[src/rtl/instr_mem_loader.sv]
// rtl/instr_mem_loader.sv - splits 32-bit instruction words into big-endian byte writes
module instr_mem_loader #(
  parameter int ADDR_W = 8
) (
  input  logic              clk,
  input  logic              reset,
  input  logic              clear,
  input  logic [31:0]       word_in,
  input  logic              word_valid,
  output logic              word_ready,
  output logic              wr_en,
  output logic [ADDR_W-1:0] wr_addr,
  output logic [7:0]        wr_data,
  output logic [ADDR_W-2:0] words_loaded,
  output logic              full
);

  // Memory holds 2^(ADDR_W-2) instructions of 4 bytes each.
  localparam int              MAX_WORDS_INT = 1 << (ADDR_W - 2);
  localparam logic [ADDR_W-2:0] MAX_WORDS   = MAX_WORDS_INT[ADDR_W-2:0];

  // State names the byte currently presented on the write port.
  typedef enum logic [2:0] {
    IDLE = 3'd0,
    B0   = 3'd1,
    B1   = 3'd2,
    B2   = 3'd3,
    B3   = 3'd4
  } state_t;

  state_t            state_q;
  logic [23:0]       word_q;     // top byte goes out at accept, only the lower three are kept
  logic [ADDR_W-1:0] ptr_q;
  logic [ADDR_W-2:0] cnt_q;
  logic              wr_en_q;
  logic [ADDR_W-1:0] wr_addr_q;
  logic [7:0]        wr_data_q;
  logic              accept;

  // Flow control: a new word may only enter when no bytes of the previous one remain
  // to be issued after this edge, and never once the memory is full.
  assign full         = (cnt_q == MAX_WORDS);
  assign word_ready   = !reset && !clear && !full && (state_q == IDLE || state_q == B3);
  assign accept       = word_valid && word_ready;

  assign wr_en        = wr_en_q;
  assign wr_addr      = wr_addr_q;
  assign wr_data      = wr_data_q;
  assign words_loaded = cnt_q;

  // Byte sequencer: accept issues the MSB, then three more bytes follow on consecutive cycles.
  always_ff @(posedge clk or posedge reset) begin
    if (reset) begin
      state_q   <= IDLE;
      word_q    <= '0;
      ptr_q     <= '0;
      cnt_q     <= '0;
      wr_en_q   <= 1'b0;
      wr_addr_q <= '0;
      wr_data_q <= '0;
    end else if (clear) begin
      // Abandon any partially written word; bytes already written stay in memory.
      state_q <= IDLE;
      ptr_q   <= '0;
      cnt_q   <= '0;
      wr_en_q <= 1'b0;
    end else begin
      case (state_q)
        IDLE, B3: begin
          if (accept) begin
            word_q    <= word_in[23:0];
            state_q   <= B0;
            wr_en_q   <= 1'b1;
            wr_addr_q <= ptr_q;
            wr_data_q <= word_in[31:24];
            ptr_q     <= ptr_q + 1'b1;
            cnt_q     <= cnt_q + 1'b1;
          end else begin
            state_q <= IDLE;
            wr_en_q <= 1'b0;
          end
        end
        B0: begin
          state_q   <= B1;
          wr_en_q   <= 1'b1;
          wr_addr_q <= ptr_q;
          wr_data_q <= word_q[23:16];
          ptr_q     <= ptr_q + 1'b1;
        end
        B1: begin
          state_q   <= B2;
          wr_en_q   <= 1'b1;
          wr_addr_q <= ptr_q;
          wr_data_q <= word_q[15:8];
          ptr_q     <= ptr_q + 1'b1;
        end
        B2: begin
          state_q   <= B3;
          wr_en_q   <= 1'b1;
          wr_addr_q <= ptr_q;
          wr_data_q <= word_q[7:0];
          ptr_q     <= ptr_q + 1'b1;
        end
        default: begin
          state_q <= IDLE;
          wr_en_q <= 1'b0;
        end
      endcase
    end
  end

endmodule

[config.mk]
export PLATFORM = sky130hd
export DESIGN_NAME = instr_mem_loader
export DESIGN_NICKNAME = d
export VERILOG_FILES = /design/src/rtl/instr_mem_loader.sv
export SDC_FILE = /design/constraint.sdc
export NUM_CORES = 1
export LEC_CHECK = 0
export CAP_MARGIN = 20
export CORE_MARGIN = 3
export CORE_UTILIZATION = 40
export DETAILED_ROUTE_END_ITERATION = 8
export GPL_TIMING_DRIVEN = 1
export PLACE_DENSITY = 0.68
export SYNTH_ARGS = -nofsm -noshare
export SYNTH_HDL_FRONTEND = slang
export SYNTH_SLANG_ARGS = --single-unit
[constraint.sdc]
create_clock -name clk -period 1.8 [get_ports clk]
set_input_delay 0.27 -clock clk [delete_from_list [all_inputs] [get_ports clk]]
set_output_delay 0.27 -clock clk [all_outputs]
set_load 0.02 [all_outputs]
==> impl_metrics.env <==
export IMPL_status="complete, but fails checks"
export IMPL_violations="negative setup slack"
export IMPL_cp_num_cells=8
export IMPL_grt_pass1_wl_mm=11.3
export IMPL_synth_seq_area_share_pct=52.2
export IMPL_cts_buffers_inserted=9
export IMPL_dp_slack_ns=-0.290
export IMPL_reg2reg_depth=8
export IMPL_slew_viol_final=0
export IMPL_drc_errors=0
export IMPL_r2r_end="wr_addr[4]$_DFFE_PP0P_"
export IMPL_place_inst=453
export IMPL_crit_slowest_cell="dfrtp_2"
export IMPL_synth_ff_type="dfrtp_1"
export IMPL_cpPeakStageDelay_ns=0.42
export IMPL_worst_ep_required_time_ns=2.02
export IMPL_grt_total_usage_pct=17.5
export IMPL_ir_drop_mv=0.476
export IMPL_rsz0062_at_grt="true"
export IMPL_cp_cell_sequence="inv_2 -> ha_4 -> nand4bb_4 -> buf_6 -> o21ai_4 -> a21oi_4 -> buf_6 -> mux2_1"
export IMPL_synthTopCellsByArea="dfrtp_1 52%, nand2_1 10%, mux2_1 6.4%, mux2_2 5.6%, a22oi_1 4.0%"
export IMPL_crit_buf_inv=3
export IMPL_portBuffers=61
export IMPL_async_flop_share_pct=100
export IMPL_worst_skew_pair_late_latency_ns=0.34
export IMPL_fin_crit_sh_pct=101
export IMPL_min_path_type="input pin to register"
export IMPL_synth_seq_cells=59
export IMPL_antenna_left=0
export IMPL_drt_iter0_markers=177
export IMPL_fin_nets=414
export IMPL_arrival_ns=2.04
export IMPL_powerDensity_nw_per_um2=999
export IMPL_cp_top_family="flip-flops"
export IMPL_synth_area_per_cell_um2=10.0
export IMPL_wl_per_cell_um=15.0
export IMPL_clockRootBuffer="clkbuf_8"
export IMPL_yosys_area_top_type="dfrtp_1"
export IMPL_cts_tree="done"
export IMPL_clock_path_buffers=2
export IMPL_clk_pin_slew_ns=0.07
export IMPL_hpwl_mm=4.82
export IMPL_total_power_mw=4.16
export IMPL_route_vias_total=2378
export IMPL_multi_input_area_um2=1360
export IMPL_start_util_pct=41.4
export IMPL_register_area_um2=1480
export IMPL_synth_cell_types=39
export IMPL_crit_top_cell="buf_6"
export IMPL_antenna_cells=0
export IMPL_grt_ovfl_total=0
export IMPL_clock_skew_ns=0.00908
export IMPL_vias_per_cell=5.00
export IMPL_power_leakage_nw=1.90
export IMPL_synth_top_cell_area_share_pct=52.2
export IMPL_postRouteWirelength_mm=7.12
export IMPL_final_cell_count_no_fill=476
export IMPL_period_minus_slack_ns=1.83
export IMPL_synth_nets=322
export IMPL_grt_max_degree=60
export IMPL_synth_cells=283
export IMPL_syn2layout_area_growth_pct=46.9
export IMPL_die_area_um2=8120
export IMPL_path_class="register to register"
export IMPL_synth_edf_count=0
export IMPL_core_um2=6830
export IMPL_design_area_um2=4160
export IMPL_antenna_found_initial=0
export IMPL_syn_area_um2=2830
export IMPL_layout_setup_ws_ns=-0.0259
export IMPL_tightest_slew_ns=0.407
export IMPL_die_h_um=90.1
export IMPL_totalNegativeSetupSlack_ns=-0.232
export IMPL_yosys_top_cells_count="78 x nand2_1, 59 x dfrtp_1, 16 x mux2_1, 15 x a22oi_1, 14 x mux2_2"
export IMPL_cts_max_level=3
export IMPL_path_max_fanout=7
export IMPL_critPathLaunchType="register"
export IMPL_min_delay_start="word_in[13]"
export IMPL_hold_end="word_q[13]$_DFFE_PP0P_"
export IMPL_r2r_slack_ns=-0.03
export IMPL_setup_viol=17
export IMPL_clock_sinks=59
export IMPL_cts_hold_buf=0
export IMPL_gp_congestion=0.771
export IMPL_first_pass_iters=5
export IMPL_maxSlewHeadroom_pct=72.7
export IMPL_final_layout_size_suffix_gt1_share_pct=24.2
export IMPL_placed_area_um2=3750
export IMPL_ios=62
export IMPL_rows=30
export IMPL_grt_pass1_vias=2322
export IMPL_clock_fmax_mhz=548
export IMPL_die_w_um=90.1
export IMPL_yosys_warnings=0
export IMPL_hold_viol=0
export IMPL_nFillCells=564
export IMPL_yosysMostFrequentCell="nand2_1"
export IMPL_drv_cap=0
export IMPL_endpoint_kind="register"
export IMPL_hold_depth=3
export IMPL_regToRegStartpoint="words_loaded[0]$_DFFE_PP0P_"
-- tightest hold or removal path: cells and delay by family --
kind | cells | cell delay [ns]
buf+inv | 1 | 0.40
simple gates | 2 | 0.09
-- registers in the layout, indices dropped and copies added (netlist names) --
name / cells
word_q: 24
ptr_q: 8
wr_addr: 8
wr_data: 8
words_loaded: 7
state_q: 3
wr_en: 1
-- logic make-up after synthesis --
family	after synthesis	share of synthesized area, %
xor+xnor	4	1.24
buf+inv	22	3.36
mux	30	11.9
simple gates	120	19.2
compound gates	45	10.8
fa+ha+maj	3	1.33
flops	59	52.2
-- how the worst max path moves through the flow --
stage | startpoint | end | slack [ns]
floorplan | state_q[1]$_DFF_PP0_ | wr_data[0]$_DFFE_PP0P_ | -0.008
global placement | reset | wr_data[1]$_DFFE_PP0P_ | -0.25
detailed placement | reset | wr_data[1]$_DFFE_PP0P_ | -0.29
CTS | words_loaded[0]$_DFFE_PP0P_ | ptr_q[4]$_DFFE_PP0P_ | -0.0008
global route | words_loaded[0]$_DFFE_PP0P_ | ptr_q[7]$_DFFE_PP0P_ | -0.06
finish | words_loaded[0]$_DFFE_PP0P_ | wr_addr[4]$_DFFE_PP0P_ | -0.03
-- where the power goes --
| group | leakage (nW) | switching (mW) | internal (mW) |
|---|---|---|---|
| logic | 1.02 | 0.472 | 0.560 |
| registers | 0.765 | 0.133 | 1.55 |
| clock network | 0.115 | 0.513 | 0.924 |
| total | 1.90 | 1.12 | 3.04 |
-- area by class of cell --
type / count / share of cell area [%]
multi-input cells: 202 / 32.8
inverters: 6 / 0.632
clock buffers: 12 / 3.25
well taps: 96 / 2.89
clock inverters: 4 / 2.38
repair buffers: 97 / 22.5
flip-flops and latches: 59 / 35.6
-- metal layers --
| layer | share of wire, % | routed length (um) | track usage (%) |
|---|---|---|---|
| met3 | 4.1 | 289 | 2.85 |
| met1 | 47 | 3320 | 23.9 |
| met2 | 48 | 3390 | 27.2 |
| met4 | 1.6 | 116 | 8.29 |
| met5 | 0 | 0 | 0 |
-- per-stage QoR --
step / hold WS [ns] / utilization, %
after CTS: 0.450 / 59.5
after global placement: 0.455 / 54.9
final: 0.458 / 60.9
after detailed placement: 0.460 / 54.9
after global routing: 0.473 / 60.9
after floorplan: 0.369 / -
-- cell usage in the layout, fill, tap and decap left out, drive strengths merged, types with 2 or more instances in the layout --
cell type / instances
a21oi: 9
a22oi: 15
buf: 37
bufinv: 3
clkbuf: 13
clkdlybuf4s50: 59
clkinv: 2
dfrtp: 59
ha: 3
inv: 4
mux2: 30
nand2: 78
nand3: 3
nand4: 4
nor2: 13
nor2b: 8
nor3: 3
nor4b: 2
o21ai: 14
or2: 2
or3: 3
xnor2: 2
xor2: 2
-- what timing repair did --
| item | CTS | global route |
|---|---|---|
| pin swaps | 5 | 5 |
| buffers inserted | 2 | 4 |
| hold endpoints to repair | 0 | 0 |
| gates resized for setup | 24 | 13 |
| endpoints found under the setup margin | 46 | 22 |
| gates cloned | 0 | 1 |
No activity file was read; power rests on OpenSTA's default activity.
